## src/rtl/spi_slave_sync.sv

```systemverilog
// SPI mode-0 responder running entirely on mclk: sclk/cs/mosi are oversampled through
// synchronizers, with a one-entry transmit holding buffer and a registered receive word.
module spi_slave_sync #(
  parameter int unsigned           DATA_WIDTH  = 8,
  parameter int unsigned           SYNC_STAGES = 2,
  parameter logic [DATA_WIDTH-1:0] IDLE_FILL   = {DATA_WIDTH{1'b1}}
) (
  input  logic                  mclk,
  input  logic                  reset,
  input  logic                  sclk,
  input  logic                  cs,
  input  logic                  mosi,
  output logic                  miso,
  input  logic [DATA_WIDTH-1:0] tx_data,
  input  logic                  tx_load,
  output logic                  tx_ready,
  output logic [DATA_WIDTH-1:0] rx_data,
  output logic                  rx_valid,
  output logic                  busy,
  output logic                  underrun
);

  localparam int unsigned CntW  = $clog2(DATA_WIDTH + 1);
  localparam int unsigned FillW = $clog2(SYNC_STAGES + 1);

  typedef enum logic [1:0] {StIdle, StShift, StAbort} state_e;
  state_e state_q, state_d;

  logic [SYNC_STAGES-1:0] cs_sync_q, sclk_sync_q, mosi_sync_q;
  logic                   cs_s, sclk_s, mosi_s;
  logic                   cs_prev_q, sclk_prev_q;
  logic                   sclk_rise_q, sclk_fall_q, cs_fall_q, cs_rise_q, mosi_q;
  logic [FillW-1:0]       fill_cnt_q;
  logic                   synced;

  logic [DATA_WIDTH-1:0]  tx_shift_q, buf_q, rx_data_q;
  logic [DATA_WIDTH-2:0]  rx_shift_q;
  logic [CntW-1:0]        bit_cnt_q;
  logic                   buf_full_q, rx_valid_q, underrun_q, fill_pend_q;
  logic                   frame_done, frame_load;

  assign cs_s   = cs_sync_q[SYNC_STAGES-1];
  assign sclk_s = sclk_sync_q[SYNC_STAGES-1];
  assign mosi_s = mosi_sync_q[SYNC_STAGES-1];
  // The synchronized cs is only trusted once the chain has refilled after reset.
  assign synced = (fill_cnt_q == FillW'(SYNC_STAGES));

  always_ff @(posedge mclk) begin
    if (reset) begin
      cs_sync_q   <= '1;
      sclk_sync_q <= '0;
      mosi_sync_q <= '0;
      cs_prev_q   <= 1'b1;
      sclk_prev_q <= 1'b0;
      sclk_rise_q <= 1'b0;
      sclk_fall_q <= 1'b0;
      cs_fall_q   <= 1'b0;
      cs_rise_q   <= 1'b0;
      mosi_q      <= 1'b0;
      fill_cnt_q  <= '0;
    end else begin
      cs_sync_q   <= {cs_sync_q[SYNC_STAGES-2:0], cs};
      sclk_sync_q <= {sclk_sync_q[SYNC_STAGES-2:0], sclk};
      mosi_sync_q <= {mosi_sync_q[SYNC_STAGES-2:0], mosi};
      cs_prev_q   <= cs_s;
      sclk_prev_q <= sclk_s;
      sclk_rise_q <= sclk_s & ~sclk_prev_q;
      sclk_fall_q <= ~sclk_s & sclk_prev_q;
      cs_fall_q   <= ~cs_s & cs_prev_q;
      cs_rise_q   <= cs_s & ~cs_prev_q;
      mosi_q      <= mosi_s;
      if (!synced) fill_cnt_q <= fill_cnt_q + FillW'(1);
    end
  end

  always_ff @(posedge mclk) begin
    if (reset) state_q <= StAbort;
    else       state_q <= state_d;
  end

  always_comb begin
    state_d = state_q;
    unique case (state_q)
      StIdle:  if (cs_fall_q) state_d = StShift;
      StShift: if (cs_rise_q) state_d = StIdle;
      StAbort: if (synced && cs_s) state_d = StIdle;
      default: state_d = StAbort;
    endcase
  end

  always_comb begin
    busy = (state_q == StShift);
    miso = busy ? tx_shift_q[DATA_WIDTH-1] : 1'b0;
  end

  assign frame_done = (state_q == StShift) && sclk_rise_q &&
                      (bit_cnt_q == CntW'(DATA_WIDTH - 1));
  assign frame_load = ((state_q == StIdle) && cs_fall_q) || frame_done;

  always_ff @(posedge mclk) begin
    if (reset) begin
      tx_shift_q  <= '0;
      rx_shift_q  <= '0;
      buf_q       <= '0;
      buf_full_q  <= 1'b0;
      bit_cnt_q   <= '0;
      rx_data_q   <= '0;
      rx_valid_q  <= 1'b0;
      underrun_q  <= 1'b0;
      fill_pend_q <= 1'b0;
    end else begin
      rx_valid_q <= 1'b0;
      underrun_q <= 1'b0;
      if (tx_load && !buf_full_q) begin
        buf_q      <= tx_data;
        buf_full_q <= 1'b1;
      end
      if (frame_load) begin
        if (buf_full_q) begin
          tx_shift_q <= buf_q;
          buf_full_q <= 1'b0;
        end else begin
          tx_shift_q <= IDLE_FILL;
          // A frame-end reload only underruns if another frame really follows.
          if (frame_done) fill_pend_q <= 1'b1;
          else            underrun_q  <= 1'b1;
        end
      end
      if (state_q == StShift) begin
        if (sclk_rise_q) begin
          rx_shift_q <= {rx_shift_q[DATA_WIDTH-3:0], mosi_q};
          if (frame_done) begin
            bit_cnt_q  <= '0;
            rx_data_q  <= {rx_shift_q, mosi_q};
            rx_valid_q <= 1'b1;
          end else begin
            bit_cnt_q <= bit_cnt_q + CntW'(1);
          end
          if (bit_cnt_q == '0 && fill_pend_q) begin
            underrun_q  <= 1'b1;
            fill_pend_q <= 1'b0;
          end
        end else if (sclk_fall_q && bit_cnt_q != '0) begin
          tx_shift_q <= {tx_shift_q[DATA_WIDTH-2:0], 1'b0};
        end
        if (cs_rise_q) begin
          bit_cnt_q   <= '0;
          fill_pend_q <= 1'b0;
        end
      end
    end
  end

  assign tx_ready = ~buf_full_q;
  assign rx_data  = rx_data_q;
  assign rx_valid = rx_valid_q;
  assign underrun = underrun_q;

endmodule

```

## config.mk

```make
export PLATFORM = sky130hd
export DESIGN_NAME = spi_slave_sync
export DESIGN_NICKNAME = d
export VERILOG_FILES = /design/src/rtl/spi_slave_sync.sv
export SDC_FILE = /design/constraint.sdc
export NUM_CORES = 1
export LEC_CHECK = 0
export ABC_AREA = 1
export BUFFER_PORTS_ARGS = -buffer_cell sky130_fd_sc_hd__buf_2
export CAP_MARGIN = 25
export CORE_MARGIN = 2
export CORE_UTILIZATION = 50
export CTS_BUF_LIST = sky130_fd_sc_hd__clkbuf_4
export CTS_CLUSTER_DIAMETER = 80
export DETAILED_ROUTE_END_ITERATION = 12
export MAX_ROUTING_LAYER = met4
export PLACE_DENSITY = 0.71
export RECOVER_POWER = 25
export SLEW_MARGIN = 25
export SYNTH_ARGS = -nofsm -noshare
export SYNTH_HDL_FRONTEND = slang
export SYNTH_SLANG_ARGS = --single-unit
export TNS_END_PERCENT = 100
```

## constraint.sdc

```tcl
create_clock -name mclk -period 4.6 [get_ports mclk]
set_clock_uncertainty 0.2 [all_clocks]
set_input_delay 0.46 -clock mclk [delete_from_list [all_inputs] [get_ports mclk]]
set_output_delay 0.46 -clock mclk [all_outputs]
set_load 0.01 [all_outputs]
```

# Word-level counts from Yosys, hierarchy flattened
# Index checks and enable logic that the tools add are counted.
word_totals:
  regBits: 56
  in_bits: 14
  output_inout_bits: 13
  elab_cells: 89
op_classes:
  addsub: 2
  eq_ne: 7
  mux: 30
  bitwise: 11
  n_reduce_logical: 18
ops:
  columns: ["operator", "n"]
  rows:
  - ["$mux 8", 5]
  - ["$mux 1", 18]
  - ["$mux 4", 3]
  - ["$logic_and 1x1->1", 7]
  - ["$not 1->1", 7]
  - ["$mux 2", 3]
  - ["$pmux 2 s3", 1]
  - ["$reduce_and 3->1", 2]
  - ["$add 4x1->4 const B", 1]
  - ["$and 1x1->1", 4]
  - ["$eq 2x2->1 const B", 2]
  - ["$eq 4x3->1 const B", 1]
  - ["$logic_not 4->1", 1]
  - ["$ne 2x2->1 const B", 2]
  - ["$reduce_and 2->1", 2]
  - ["$reduce_bool 4->1", 1]
  - ["$reduce_or 3->1", 1]
  - ["$add 2x1->2 const B", 1]
  - ["$eq 2x1->1 const B", 1]
  - ["$logic_not 2->1", 1]
  - ["$ne 2x1->1 const B", 1]
  - ["$reduce_bool 2->1", 1]
  - ["$logic_not 1->1", 1]
  - ["$logic_or 1x1->1", 1]

# Logic depth before layout (Yosys ltp)
# Gate-level depths: netlist of the first run.
logic_depth:
  ltp_word: 10
  mapped_depth: 9

# Worst setup path before layout of the first run
# No wires, ideal clock.
synth_path:
  path_type: "flip-flop to flip-flop"
  start: "register bit_cnt_q[0]"
  end: "register tx_shift_q[6]"
  setup_time_ns: 0.115
  arrival_time_ns: 1.195
  required_time_ns: 4.285
  setup_slack_ns: 3.090
  path_stages_with_launch: 10
  synth_period_minus_slack_ns: 1.510
  path_cell_list: "dfxtp_1 ha_1 nand2_1 nor2_1 nand2_2 buf_4 nand3_1 nand2_1 nor2_1 nor2_1"
synth_between:
  elab_chain_len: 7
  word_cells_on_any_way: 9
synth_lines:
  columns: ["element", "line_no", "rtl"]
  rows:
  - ["start, declared", "38", "logic [CntW-1:0] bit_cnt_q;"]
  - ["start signal, assigned", "137", "bit_cnt_q <= bit_cnt_q + CntW'(1);"]
  - ["$eq 4x3->1", "97", "(bit_cnt_q == CntW'(DATA_WIDTH - 1));"]
  - ["$logic_and 1x1->1", "96", "assign frame_done = (state_q == StShift) && sclk_rise_q &&"]
  - ["$logic_or 1x1->1", "98", "assign frame_load = ((state_q == StIdle) && cs_fall_q) || frame_done;"]
  - ["$mux 8", "118", "if (frame_load) begin"]
  - ["$mux 8", "143", "end else if (sclk_fall_q && bit_cnt_q != '0) begin"]
  - ["$mux 8", "130", "if (sclk_rise_q) begin"]
  - ["$mux 8 (*)", "129", "if (state_q == StShift) begin"]
  - ["end signal, assigned", "120", "tx_shift_q <= buf_q;"]
  - ["end signal, assigned", "144", "tx_shift_q <= {tx_shift_q[DATA_WIDTH-2:0], 1'b0};"]
  - ["end, declared", "36", "logic [DATA_WIDTH-1:0] tx_shift_q, buf_q, rx_data_q;"]
# Every way passes the cells marked *; elsewhere a longest branch is shown, timed or not.
# A chain may end at the register's enable or synchronous reset.

==> out/results.txt, run 1 <==
Syn-to-layout area delta - 9.08%
Worst Hold End - cs_sync_q[0]
outcome - finished, final reports clean
initial core utilization - 52.7%
TritonCTS clock tree - done
Yosys top cell by area - dfxtp_1
worst hold slack - 0.0655 ns
syn avg cell area - 7.77 µm²
clk slew on worst S/H paths - 0.14 ns
Max Slew Vio Count - 0
gr usage total - 17.4%
die area - 0.00481 mm²
syn nets - 292
vias per cell - 4.88
dpl cell area - 0.00228 mm²
NumNets Final - 315
number of flops mapped to enable cells by yosys - 0
Synth Flop Type - dfxtp_1
Row Count - 23
Cell Area, Synth - 0.00214 mm²
First-pass DRT Iterations - 4
first-pass GRT wire length - 6690 µm
relative max-transition margin - 32.5%
detailed placement HPWL - 2680 µm
unrepaired setup endpoints after global routing - false
Least-Margin Pin Slew - 1.01 ns
VDD IR max - 203 µV
vias - 1699
Reg2Reg Capture Point - tx_shift_q[2]
chip height - 69.4 µm
synth cell count leaders - nor2_1 (60), dfxtp_1 (56), o21ai_1 (27)
Synth top area share - 52.5%
largest net degree at the start of global routing - 39
cell count after synthesis - 275
reg2reg setup slack - 2.81 ns
most frequent cell after synthesis - nor2_1
Max Buffers Root-to-Sink - 2
clk_lat worst skew - 0.36 ns
global placement routability congestion - 0.796
Yosys warning count - 0
worst flop-to-flop path startpoint - bit_cnt_q[0]
total gr overflow - 0
worst min path class - in -> reg
CP endpoint kind - register
hold path cells - 2
die span in x - 69.4 µm
hold_sp - cs
worst setup path category - in -> reg
crit path launch type - input pin
Worst EP arrival - 2.19 ns
Critical Path RT - 4.66 ns
largest cells by area after synthesis - dfxtp_1 (52%), nor2_1 (11%), o21ai_1 (6.3%)
highest clock rate - 470 MHz
Final Hold Fails - 0
H-Tree Depth - 2
# DRC - 0
PwrDens - 338 mW/mm²
clk sinks - 56
Port Buf Inserts - 26
Fin Setup TNS - 0 ns
Num CTS Buffers - 5
Pleak - 0.00105 µW
# hold bufs at CTS - 0
Setup-failing EPs final - 0
crit path max fanout - 38
Period minus WS final - 2.13 ns
Yosys reg bits - 56
Placeable Area - 0.00406 mm²
Root Driver - clkbuf_4
proportion of layout cells with a drive suffix above 1 - 16.4%
sequential share of the synthesized area - 52.5%
library cells used by synthesis - 24
Max Cap Viol - 0
Ports - 27
share of synthesized flip-flops with an asynchronous set or reset - 0%
antenna cell count - 0
ratio of final minimum period to clock period - 46.2%
post-CTS setup buffers - 0
Post-Route WL - 3840 µm
r2r worst-path depth - 6
WL/cell - 11.0 µm
initial detailed-routing violation count - 91
post-CTS resize count - 0
initial antenna violation count - 0
Final Instance Area - 0.00233 mm²
vias in the first global route - 1564
antenna viol nets, final - 0
## routing by layer
metal,part of all wire [%],GRT usage (%)
met3,3.5,4.07
met2,43,28.3
met1,52,21.3
met4,0.68,5.66
met5,0,-
## stage by stage
| step | cells | setup WS [ns] | power, µW | utilization, % |
|---|---|---|---|---|
| final | 348 | 2.47 | 787 | 57.4 |
| after global routing | 348 | 2.31 | 832 | 57.4 |
| after CTS | 348 | 2.71 | 799 | 57.5 |
| after detailed placement | 341 | 2.79 | 597 | 56.2 |
| after global placement | 341 | 2.82 | 593 | 56.2 |
| after floorplan | 275 | 3.09 | 579 | - |
## sequential cells by signal, summed over array words and instances (netlist names), 2 cells and up
signal and flops:
bit_cnt_q 4, buf_q 8, cs_sync_q 2, fill_cnt_q 2, mosi_sync_q 2, rx_data 8
rx_shift_q 7, sclk_sync_q 2, state_q 2, tx_shift_q 8
## cells in the final DEF (no fill, tap or decap), types with 2 or more instances in the layout
master,n
clkbuf_4,6
nand2_1,24
o21ai_0,10
nor3_1,3
a21oi_1,15
nor2_4,2
nand3_2,2
nand2_2,2
nand3_1,19
ha_1,3
inv_2,8
nor2_2,2
buf_2,25
nor2_1,60
inv_1,26
dfxtp_1,56
o21ai_1,25
or2_1,2
nand4_1,2
## final cells by class
cell class              instances  area [µm²]
fillers                       399        1730
flip-flops and latches         56        1120
multi-input cells             175         841
repair buffers                 26         129
inverters                      34         128
well taps                      50        62.6
clock buffers                   6        45.0
clock inverters                 1        5.00
## cell families after synthesis
kind of cell / count (synthesis) / synth area share [%]
buffers and inverters: 44 / 8.20
and+or+nand+nor: 119 / 24.8
adders and majority gates: 3 / 1.76
DFF: 56 / 52.5
AOI/OAI and AO/OA: 53 / 12.8
## critical path: stages
cell,delay (ns)
clkbuf_1,0.51
inv_1,0.67
nand2_2,0.38
inv_2,0.06
nand2_1,0.05
nand2_1,0.05
## worst max-delay path by stage
stage / startpoint / end / slack [ns]
6_report: reset / rx_data[0] / 2.47
5_1_grt: reset / rx_data[0] / 2.31
4_1_cts: state_q[1] / miso / 2.71
3_5_place_dp: reset / rx_data[0] / 2.79
3_3_place_gp: reset / rx_data[0] / 2.82
2_1_floorplan: bit_cnt_q[0] / tx_shift_q[6] / 3.09
## power breakdown
group          switching [µW]  internal, µW  total [µW]
clock                     140          62.7         203
sequential               13.3           506         519
combinational            40.2          24.7        64.9
Note: power is estimated with default switching activity, not from simulation.
==> run 2, diff against run 1 <==
PLACE_DENSITY = 0.74   (was 0.71)
clock period = 1.9 ns   (was 4.6 ns; I/O delays follow)
==> out/results.txt, run 2 (same netlist as run 1, synthesis figures left out) <==
outcome - finished, final reports clean
Placeable Area - 0.00406 mm² (unchanged)
VDD IR max - 584 µV (+190%)
first-pass GRT wire length - 7290 µm (+9.1%)
r2r worst-path depth - 6 (unchanged)
Root Driver - clkbuf_4
Max Slew Vio Count - 0 (unchanged)
fillers - 362 (-9.3%)
detailed placement HPWL - 2710 µm (+1.3%)
vias per cell - 4.84 (-0.79%)
global placement routability congestion - 0.875 (+9.9%)
clk sinks - 56 (unchanged)
Final Non-Filler Cells - 365 (+4.9%)
Final Util - 61.6% (+4.2 points)
vias - 1768 (+4.1%)
highest clock rate - 580 MHz
Fin Setup TNS - 0 ns (unchanged)
proportion of layout cells with a drive suffix above 1 - 15.6% (-0.89 points)
initial antenna violation count - 0 (unchanged)
die span in x - 69.4 µm (unchanged)
dpl cell area - 0.00231 mm² (+1.3%)
vias in the first global route - 1708 (+9.2%)
Seq. cell area - 0.00112 mm² (unchanged)
Worst Hold End - buf_full_q
Num CTS Buffers - 5 (unchanged)
commonest non-fill, non-tap cell in the layout - nor2_1
PwrDens - 829 mW/mm² (+150%)
die area - 0.00481 mm² (unchanged)
antenna viol nets, final - 0 (unchanged)
gr usage total - 18.9% (+1.6 points)
commonest non-fill, non-tap cells in the layout - nor2_1 (60), dfxtp_1 (56), o21ai_1 (27), inv_1 (25), nand2_1 (24)
hold path cells - 3 (+1)
total gr overflow - 0 (unchanged)
TritonCTS clock tree - done
Period minus WS final - 1.72 ns
Port Buf Inserts - 26 (unchanged)
Reg2Reg Capture Point - tx_shift_q[5]
Setup-failing EPs final - 0 (unchanged)
clk slew on worst S/H paths - 0.14 ns (about the same)
WL/cell - 11.2 µm (+1.1%)
ratio of final minimum period to clock period - 90.7%
crit path max fanout - 15 (-61%)
area taken by multi-input logic gates - 841 µm² (unchanged)
post-CTS setup buffers - 0 (unchanged)
Post-Route WL - 4070 µm (+6.0%)
post-CTS resize count - 0 (unchanged)
# DRC - 0 (unchanged)
Final Instance Area - 0.00250 mm² (+7.3%)
clk_lat worst skew - 0.37 ns (about the same)
Row Count - 23 (unchanged)
reg2reg setup slack - 0.18 ns (-2.63 ns)
DP Cell Count - 345 (+1.2%)
Least-Margin Pin Slew - 0.725 ns (-0.286 ns)
Syn-to-layout area delta - 17.0%
# hold bufs at CTS - 12 (+12)
worst slack after detailed placement - 0.197 ns (-2.59 ns)
NumNets Final - 331 (+5.1%)
Max Cap Viol - 0 (unchanged)
Worst EP arrival - 1.79 ns (-0.40 ns)
largest net degree at the start of global routing - 22 (-44%)
unrepaired setup endpoints after global routing - false
Max Buffers Root-to-Sink - 2 (unchanged)
worst min path class - in -> reg
initial detailed-routing violation count - 146 (+60%)
hold_sp - tx_load
CP endpoint kind - register
crit path launch type - register
Final Hold Fails - 0 (unchanged)
Pleak - 0.00110 µW (+5.4%)
Ports - 27 (unchanged)
initial core utilization - 52.7% (unchanged)
First-pass DRT Iterations - 4 (unchanged)
antenna cell count - 0 (unchanged)
relative max-transition margin - 51.7% (+19 points)
worst setup path category - reg -> reg
Worst Slack Setup Final - 0.177 ns (-2.30 ns)
chip height - 69.4 µm (unchanged)
worst flop-to-flop path startpoint - bit_cnt_q[0]
H-Tree Depth - 2 (unchanged)
Critical Path RT - 1.97 ns (-2.69 ns)
[run 2: cell count changes in the layout (fill, tap and decap cells not counted)]
cell | before | now
bufinv_16 | 0 | 1
dlygate4sd3_1 | 0 | 12
o21ai_0 | 10 | 8
clkbuf_1 | 1 | 7
buf_4 | 0 | 3
inv_1 | 26 | 25
buf_2 | 25 | 20
inv_2 | 8 | 9
o21ai_1 | 25 | 27
[run 2: power by group]
part | total (µW) | leakage, µW | switching [µW] | internal, µW
Combinational | 184 | 0.000603 | 105 | 79.0
Clock | 632 | 0.0000456 | 341 | 291
Sequential | 1260 | 0.000456 | 31.8 | 1230
Total | 2070 | 0.00110 | 478 | 1600
[run 2: stage by stage]
step | hold WS (ns) | total power, µW
2_1_floorplan | 0.0871 | 1400
3_3_place_gp | 0.171 | 1440
3_5_place_dp | 0.176 | 1450
4_1_cts | 0.137 | 2100
5_1_grt | 0.156 | 2170
6_report | 0.154 | 2070
[run 2: per-layer routing]
layer / routed length, µm / up-vias / track usage, %
li1: - / 953 / -
met1: 1960 / 772 / 23.5
met2: 1880 / 36 / 30.6
met3: 162 / 7 / 3.92
met4: 65 / 0 / 6.75
met5: 0 / - / -
[run 2: area by class of cell]
class                      count  area share, %
timing repair buffer          42           10.8
clock inverter                 2           1.40
clock buffer                   6           1.80
tap                           50           2.50
sequential                    56           44.8
inverter                      34           5.10
multi-input combinational    175           33.6
[run 2: worst max-delay path by stage]
stage                            start       endpoint  slack, ns  cells past startpoint
final                     bit_cnt_q[0]  tx_shift_q[5]       0.18                      6
after global routing      bit_cnt_q[1]  tx_shift_q[3]       0.05                      7
after CTS                 bit_cnt_q[0]  tx_shift_q[5]       0.18                      6
after detailed placement  bit_cnt_q[0]  tx_shift_q[6]       0.20                      6
after global placement    bit_cnt_q[0]  tx_shift_q[7]       0.27                      6
after floorplan           bit_cnt_q[0]  tx_shift_q[6]       0.39                      9
[run 2: critical path: stages (launching register included)]
cell	delay, ns
dfxtp_1	0.42
inv_1	0.08
ha_1	0.20
nand3_1	0.12
nand4_2	0.31
o21ai_1	0.24
nor2_1	0.06
